**src/rtl/ps2_transmitter_if.sv**
```systemverilog
// Host-side handshake and status bundle for the PS/2 host-to-device transmitter.
// master: the logic that issues command bytes; slave: the transmitter itself.
interface ps2_transmitter_if;
    logic [7:0] tx_data;
    logic       tx_valid;
    logic       tx_ready;
    logic       busy;
    logic       done;
    logic       ack_err;
    logic       timeout_err;

    modport master (
        output tx_data,
        output tx_valid,
        input  tx_ready,
        input  busy,
        input  done,
        input  ack_err,
        input  timeout_err
    );

    modport slave (
        input  tx_data,
        input  tx_valid,
        output tx_ready,
        output busy,
        output done,
        output ack_err,
        output timeout_err
    );
endinterface

```
**src/rtl/ps2_transmitter.sv**
```systemverilog
// Host-to-device PS/2 transmitter: sends one command byte to the keyboard over
// the open-drain clock/data pair and reports done, missing ack or timeout.
// The *_oe outputs are active-high pull-low enables for the top-level tristates.
// Optional macro PS2_TX_RETRY_EN: retry a failed byte once before reporting.
module ps2_transmitter #(
    parameter int unsigned CLK_FREQ       = 100_000_000,
    parameter int unsigned INHIBIT_US     = 120,
    parameter int unsigned TIMEOUT_CYCLES = 2_000_000,
    parameter int unsigned FILTER_LEN     = 8
) (
    input  logic             clk,
    input  logic             rst_n,
    ps2_transmitter_if.slave tx,
    input  logic             ps2_clk_in,
    input  logic             ps2_data_in,
    output logic             ps2_clk_oe,
    output logic             ps2_data_oe
);

    localparam int unsigned INHIBIT_CYCLES = CLK_FREQ / 1_000_000 * INHIBIT_US;
    localparam int unsigned INH_W = $clog2(INHIBIT_CYCLES + 1);
    localparam int unsigned TO_W  = $clog2(TIMEOUT_CYCLES + 1);
    localparam int unsigned FLT_W = $clog2(FILTER_LEN + 1);

    typedef enum logic [2:0] {
        S_IDLE,
        S_INHIBIT,
        S_RTS,
        S_XFER,
        S_ACK,
        S_WAIT_IDLE,
        S_ERR
    } state_t;

    // Synchroniser and clock filter
    logic             clk_meta, clk_sync, data_meta, data_sync;
    logic             clk_filt, clk_filt_d;
    logic [FLT_W-1:0] flt_cnt;
    logic             fall;

    // FSM state and datapath
    state_t           state, state_nxt;
    logic [INH_W-1:0] inh_cnt, inh_cnt_nxt;
    logic [TO_W-1:0]  to_cnt, to_cnt_nxt;
    logic [3:0]       bit_idx, bit_idx_nxt, bit_k;
    logic [8:0]       frame, frame_nxt;          // {parity, data}
    logic             data_oe_q, data_oe_nxt;
    logic             err_to_q, err_to_nxt;      // 1 = timeout, 0 = missing ack
    logic             done_q, done_nxt;
    logic             ack_err_q, ack_err_nxt;
    logic             timeout_err_q, timeout_err_nxt;
`ifdef PS2_TX_RETRY_EN
    logic             retried, retried_nxt;
`endif

    // Two-stage synchronisers; idle PS/2 lines float high.
    // NOTE: flops use non-blocking assignments so every stage samples the
    // previous stage's old value, which is what makes this a real 2-FF chain.
    always_ff @(posedge clk or negedge rst_n) begin
        if (!rst_n) begin
            clk_meta  <= 1'b1;
            clk_sync  <= 1'b1;
            data_meta <= 1'b1;
            data_sync <= 1'b1;
        end else begin
            clk_meta  <= ps2_clk_in;
            clk_sync  <= clk_meta;
            data_meta <= ps2_data_in;
            data_sync <= data_meta;
        end
    end

    // Clock filter: adopt a new level only after FILTER_LEN agreeing samples.
    always_ff @(posedge clk or negedge rst_n) begin
        if (!rst_n) begin
            clk_filt   <= 1'b1;
            clk_filt_d <= 1'b1;
            flt_cnt    <= '0;
        end else begin
            clk_filt_d <= clk_filt;
            if (clk_sync == clk_filt) begin
                flt_cnt <= '0;
            end else if (flt_cnt == FLT_W'(FILTER_LEN - 1)) begin
                clk_filt <= clk_sync;
                flt_cnt  <= '0;
            end else begin
                flt_cnt <= flt_cnt + 1'b1;
            end
        end
    end

    assign fall  = clk_filt_d & ~clk_filt;
    assign bit_k = bit_idx + 4'd1;

    // FSM register and datapath state.
    always_ff @(posedge clk or negedge rst_n) begin
        if (!rst_n) begin
            state         <= S_IDLE;
            inh_cnt       <= '0;
            to_cnt        <= '0;
            bit_idx       <= '0;
            frame         <= '0;
            data_oe_q     <= 1'b0;
            err_to_q      <= 1'b0;
            done_q        <= 1'b0;
            ack_err_q     <= 1'b0;
            timeout_err_q <= 1'b0;
`ifdef PS2_TX_RETRY_EN
            retried       <= 1'b0;
`endif
        end else begin
            state         <= state_nxt;
            inh_cnt       <= inh_cnt_nxt;
            to_cnt        <= to_cnt_nxt;
            bit_idx       <= bit_idx_nxt;
            frame         <= frame_nxt;
            data_oe_q     <= data_oe_nxt;
            err_to_q      <= err_to_nxt;
            done_q        <= done_nxt;
            ack_err_q     <= ack_err_nxt;
            timeout_err_q <= timeout_err_nxt;
`ifdef PS2_TX_RETRY_EN
            retried       <= retried_nxt;
`endif
        end
    end

    // Next-state logic: sequencing, bit shifting on falls, timeout and errors.
    // NOTE: every signal gets a default before the case so no path leaves one
    // unassigned, which would otherwise infer a latch.
    always_comb begin
        state_nxt       = state;
        inh_cnt_nxt     = inh_cnt;
        to_cnt_nxt      = to_cnt;
        bit_idx_nxt     = bit_idx;
        frame_nxt       = frame;
        data_oe_nxt     = data_oe_q;
        err_to_nxt      = err_to_q;
        done_nxt        = 1'b0;
        ack_err_nxt     = 1'b0;
        timeout_err_nxt = 1'b0;
`ifdef PS2_TX_RETRY_EN
        retried_nxt     = retried;
`endif
        case (state)
            S_IDLE: begin
                data_oe_nxt = 1'b0;
                if (tx.tx_valid && tx.tx_ready) begin
                    frame_nxt   = {~^tx.tx_data, tx.tx_data};
                    inh_cnt_nxt = '0;
                    state_nxt   = S_INHIBIT;
`ifdef PS2_TX_RETRY_EN
                    retried_nxt = 1'b0;
`endif
                end
            end
            S_INHIBIT: begin
                if (inh_cnt == INH_W'(INHIBIT_CYCLES - 1)) begin
                    data_oe_nxt = 1'b1;          // start bit, held through RTS
                    state_nxt   = S_RTS;
                end else begin
                    inh_cnt_nxt = inh_cnt + 1'b1;
                end
            end
            S_RTS: begin
                bit_idx_nxt = '0;
                to_cnt_nxt  = '0;
                state_nxt   = S_XFER;
            end
            S_XFER, S_ACK: begin
                // A fall in the same cycle as the timeout still counts.
                if (fall) begin
                    to_cnt_nxt  = '0;
                    bit_idx_nxt = bit_k;
                    if (state == S_XFER) begin
                        if (bit_k == 4'd10) begin
                            data_oe_nxt = 1'b0;  // stop bit
                            state_nxt   = S_ACK;
                        end else begin
                            data_oe_nxt = ~frame[bit_idx];
                        end
                    end else if (!data_sync) begin
                        state_nxt = S_WAIT_IDLE;
                    end else begin
                        err_to_nxt = 1'b0;
                        state_nxt  = S_ERR;
                    end
                end else if (to_cnt == TO_W'(TIMEOUT_CYCLES - 1)) begin
                    err_to_nxt  = 1'b1;
                    data_oe_nxt = 1'b0;
                    state_nxt   = S_ERR;
                end else begin
                    to_cnt_nxt = to_cnt + 1'b1;
                end
            end
            S_WAIT_IDLE: begin
                if (clk_filt && data_sync) begin
                    done_nxt  = 1'b1;
                    state_nxt = S_IDLE;
                end
            end
            S_ERR: begin
                data_oe_nxt = 1'b0;
`ifdef PS2_TX_RETRY_EN
                if (!retried) begin
                    retried_nxt = 1'b1;
                    inh_cnt_nxt = '0;
                    state_nxt   = S_INHIBIT;
                end else begin
                    ack_err_nxt     = ~err_to_q;
                    timeout_err_nxt = err_to_q;
                    state_nxt       = S_IDLE;
                end
`else
                ack_err_nxt     = ~err_to_q;
                timeout_err_nxt = err_to_q;
                state_nxt       = S_IDLE;
`endif
            end
            default: begin
                data_oe_nxt = 1'b0;
                state_nxt   = S_IDLE;
            end
        endcase
    end

    assign tx.tx_ready    = rst_n && (state == S_IDLE);
    assign tx.busy        = (state != S_IDLE);
    assign tx.done        = done_q;
    assign tx.ack_err     = ack_err_q;
    assign tx.timeout_err = timeout_err_q;
    assign ps2_clk_oe     = (state == S_INHIBIT) || (state == S_RTS);
    assign ps2_data_oe    = data_oe_q;

endmodule

```
**src/flat_wrapper.sv**
```systemverilog
// flat-port wrapper written by rule: the top's interface ports become plain ports
module ps2_transmitter_flat 
#(
    parameter int unsigned CLK_FREQ       = 100_000_000,
    parameter int unsigned INHIBIT_US     = 120,
    parameter int unsigned TIMEOUT_CYCLES = 2_000_000,
    parameter int unsigned FILTER_LEN     = 8
)
  (clk, rst_n, ps2_clk_in, ps2_data_in, ps2_clk_oe, ps2_data_oe, tx_tx_data, tx_tx_valid, tx_tx_ready, tx_busy, tx_done, tx_ack_err, tx_timeout_err);
  ps2_transmitter_if tx_i ();
  input  logic clk;
  input  logic rst_n;
  input  logic ps2_clk_in;
  input  logic ps2_data_in;
  output logic ps2_clk_oe;
  output logic ps2_data_oe;
  input wire logic [$bits(tx_i.tx_data)-1:0] tx_tx_data;
  input wire logic [$bits(tx_i.tx_valid)-1:0] tx_tx_valid;
  output wire logic [$bits(tx_i.tx_ready)-1:0] tx_tx_ready;
  output wire logic [$bits(tx_i.busy)-1:0] tx_busy;
  output wire logic [$bits(tx_i.done)-1:0] tx_done;
  output wire logic [$bits(tx_i.ack_err)-1:0] tx_ack_err;
  output wire logic [$bits(tx_i.timeout_err)-1:0] tx_timeout_err;
  assign tx_i.tx_data = tx_tx_data;
  assign tx_i.tx_valid = tx_tx_valid;
  assign tx_tx_ready = tx_i.tx_ready;
  assign tx_busy = tx_i.busy;
  assign tx_done = tx_i.done;
  assign tx_ack_err = tx_i.ack_err;
  assign tx_timeout_err = tx_i.timeout_err;
  ps2_transmitter #(.CLK_FREQ(CLK_FREQ), .INHIBIT_US(INHIBIT_US), .TIMEOUT_CYCLES(TIMEOUT_CYCLES), .FILTER_LEN(FILTER_LEN)) u_core (.clk(clk), .rst_n(rst_n), .tx(tx_i), .ps2_clk_in(ps2_clk_in), .ps2_data_in(ps2_data_in), .ps2_clk_oe(ps2_clk_oe), .ps2_data_oe(ps2_data_oe));
endmodule
```
**config.mk**
```make
export PLATFORM = sky130hd
export DESIGN_NAME = ps2_transmitter_flat
export DESIGN_NICKNAME = d
export VERILOG_FILES = /design/src/rtl/ps2_transmitter_if.sv /design/src/rtl/ps2_transmitter.sv /design/src/flat_wrapper.sv
export SDC_FILE = /design/constraint.sdc
export NUM_CORES = 1
export LEC_CHECK = 0
export ABC_AREA = 1
export BUFFER_PORTS_ARGS = -buffer_cell sky130_fd_sc_hd__buf_4
export CAP_MARGIN = 10
export CELL_PAD_IN_SITES_DETAIL_PLACEMENT = 1
export CELL_PAD_IN_SITES_GLOBAL_PLACEMENT = 2
export CORE_MARGIN = 5
export CORE_UTILIZATION = 36
export DETAILED_ROUTE_END_ITERATION = 10
export PLACE_DENSITY_LB_ADDON = 0.1
export SYNTH_ARGS = -nofsm -noshare
export SYNTH_HDL_FRONTEND = slang
export SYNTH_SLANG_ARGS = --single-unit
```
**constraint.sdc**
```tcl
create_clock -name clk -period 1.75 [get_ports clk]
set_input_delay 0.35 -clock clk [delete_from_list [all_inputs] [get_ports clk]]
set_output_delay 0.35 -clock clk [all_outputs]
set_load 0.005 [all_outputs]
```
==> flow_summary.ini <==
[run_status]
outcome = finished with violations
violations = negative setup slack

[placed_design]
place_area_um2 = 4340
dp_hpwl_um = 8360
globalplace.congestion = 0.812
io_buffer_count = 19
dpl.cell_count = 692

[global_routing]
grt_pass1_wl_um = 18300
antenna_found_initial = 0
grt-ovfl-total = 0
grt_pass1_vias = 3630
gr-usage-all-layers_pct = 17.9
grt_max_degree = 67

[synthesis]
synth_cell_types = 36
syn_avg_cell_area_um2 = 7.50
yosysSeqAreaShare_pct = 43.0
synth_edf_count = 0
yosysWarningCount = 0
async_reset_ff_share_pct = 100
synth_flop_cell = dfrtp_1
synth-seq-cells = 66
syn_inst = 515
syn-num-nets = 533
synth_area_um2 = 3860

[timing]
postLayoutSetupSlackWorst_ns = -0.000760
relSlewSlack_pct = 41.0
min_period_over_period_pct = 100
finalMaxSlewViolations = 0
fmax_mhz = 571
rsz0062_at_grt = true
min_period_ns = 1.75
tightest_slew_ns = 0.885
skew_ns = 0.00494
setup_viol = 1
finalSetupTns_ns = -0.000760
hold_violations = 0

[routing]
drc = 0
vias = 3585
routed_wirelength_um = 11400
dr.pass1.iters = 4
antenna_left = 0
drt-vias-per-instance = 4.96
first_iter_violations = 178
avgRoutedWirePerCell_um = 15.8

[clock_network]
cts_hold_buf = 0
cts.htree.levels = 3
clk_pin_slew_ns = 0.07
cts_tree = built
numCtsBuffers = 9
insertion_delay_ns = 0.35
cts_max_path_buffers = 2
clock_sinks = 66
cts_root_buffer = clkbuf_8

[die]
die_w_um = 114
coreArea_um2 = 10400
ios = 20
dieArea_um2 = 12900
initial_core_util_pct = 37.1
fp.dieH_um = 114
row_count = 37

[worst_setup_path]
worstPathArrival_ns = 1.40
cp_common_cell = buf_6
path_cells = buf_6, nor3_4, inv_2, nand2_2, buf_6
critPathCaptureType = primary output
cpMaxStageDelayCell = dfrtp_2
reg2regPathDepth = 11
max_stage_delay_ns = 0.45
startpoint_type = flop
crit_type = reg2out
crit_required_ns = 1.40
cp.buffers_inverters = 3
worstPathMaxFanout = 4
cp.depth = 5
crit_family = flip-flops

[power]
p_per_area_nw_per_um2 = 1300
leakagePower_nw = 2.18
peakVddDrop_v = 0.000465
total_power_mw = 6.22

[layout]
fin_nets = 600
layout_common_cells = 134 x nand2_1, 68 x nor2_1, 59 x buf_4
final_cell_count_no_fill = 723
synthToLayoutAreaGrowth_pct = 24.1
fin_area_um2 = 4790
final_common_cell = nand2_1
utilization_pct = 46.0
drive_above_1_share_pct = 23.5
diodes = 0

[hold_path]
hp-class = in2reg
whs_path_depth = 1

[flow_run]
maxCapViolCount = 0
-- cells by family (layout without fill, tap and decap cells) --
group / Yosys count / in the layout / share of synthesized area [%]
and+or+nand+nor: 293 / 295 / 34.0
buffers and inverters: 71 / 141 / 8.10
DFF: 66 / 66 / 43.0
AOI/OAI and AO/OA: 58 / 58 / 8.36
xor gates and xnor gates: 22 / 22 / 4.99
adders and majority gates: 5 / 5 / 1.62
-- metal layers --
layer / global-route usage [%] / part of all wire, %
met1: 23.5 / 47
met2: 30.5 / 49
met4: 4.65 / 1.1
met5: 0 / 0
met3: 3.02 / 2.2
-- report_power, final --
| group | internal [mW] | leakage, nW | total, mW | switching, mW |
|---|---|---|---|---|
| Combinational | 1.05 | 1.20 | 2.84 | 1.79 |
| Clock | 0.775 | 0.107 | 1.38 | 0.606 |
| Sequential | 1.80 | 0.870 | 2.00 | 0.197 |
| Total | 3.62 | 2.18 | 6.22 | 2.60 |
-- registers in the layout (all words and copies together) (netlist names) --
name	flops
u_core.bit_idx	4
u_core.clk_filt_d	1
u_core.state	3
u_core.clk_sync	1
u_core.to_cnt	21
u_core.clk_meta	1
u_core.flt_cnt	4
u_core.tx.timeout_err	1
u_core.ps2_data_oe	1
u_core.tx.ack_err	1
u_core.clk_filt	1
u_core.frame	9
u_core.inh_cnt	14
u_core.err_to_q	1
u_core.tx.done	1
u_core.data_meta	1
u_core.data_sync	1
-- final timing paths --
check                                            start                            end  slack, ns
min in group asynchronous                        rst_n  u_core.to_cnt[13]$_DFFE_PN0P_       0.20
max in group asynchronous                        rst_n  u_core.bit_idx[1]$_DFFE_PN0P_       0.90
setup / recovery           u_core.state[1]$_DFFE_PN0P_                     ps2_clk_oe    -0.0008
hold reg to reg              u_core.clk_meta$_DFF_PN1_      u_core.clk_sync$_DFF_PN1_       0.36
setup reg to reg           u_core.state[1]$_DFFE_PN0P_   u_core.to_cnt[3]$_DFFE_PN0P_       0.02
hold / removal                             ps2_data_in     u_core.data_meta$_DFF_PN1_       0.10
-- layout make-up --
class / count / area, µm²
clock inverter: 2 / 35.0
sequential: 66 / 1660
tap: 136 / 170
multi-input combinational: 380 / 2020
fill: 1343 / 5620
clock buffer: 14 / 173
timing repair buffer: 63 / 488
inverter: 62 / 245
-- metrics by stage --
stage	hold WS [ns]	setup WS (ns)
after floorplan	0.0544	0.193
after global placement	0.347	-0.0804
after detailed placement	0.347	-0.0933
after CTS	0.0883	-0.0170
after global routing	0.0833	-0.0619
final	0.103	-0.000760
-- cells in the mapped netlist (all sizes together) (5+ instances only) --
cell	count	area (µm²)
nand2	143	567
nor2	78	323
inv	62	240
dfrtp	60	1500
nand3	45	253
o21ai	36	180
nand4	14	87.6
xor2	14	123
a21oi	10	53.8
nor3	10	61.3
buf	8	68.8
xnor2	8	70.1
dfstp	6	158
ha	5	62.6
-- what timing repair did --
| action | in CTS | in global routing |
|---|---|---|
| cloned | 0 | 2 |
| setup buffers | 4 | 9 |
| pin swaps | 2 | 5 |
| setup endpoints to repair | 14 | 33 |
| gates resized for setup | 11 | 23 |
Note: power is estimated with default switching activity, not from simulation.
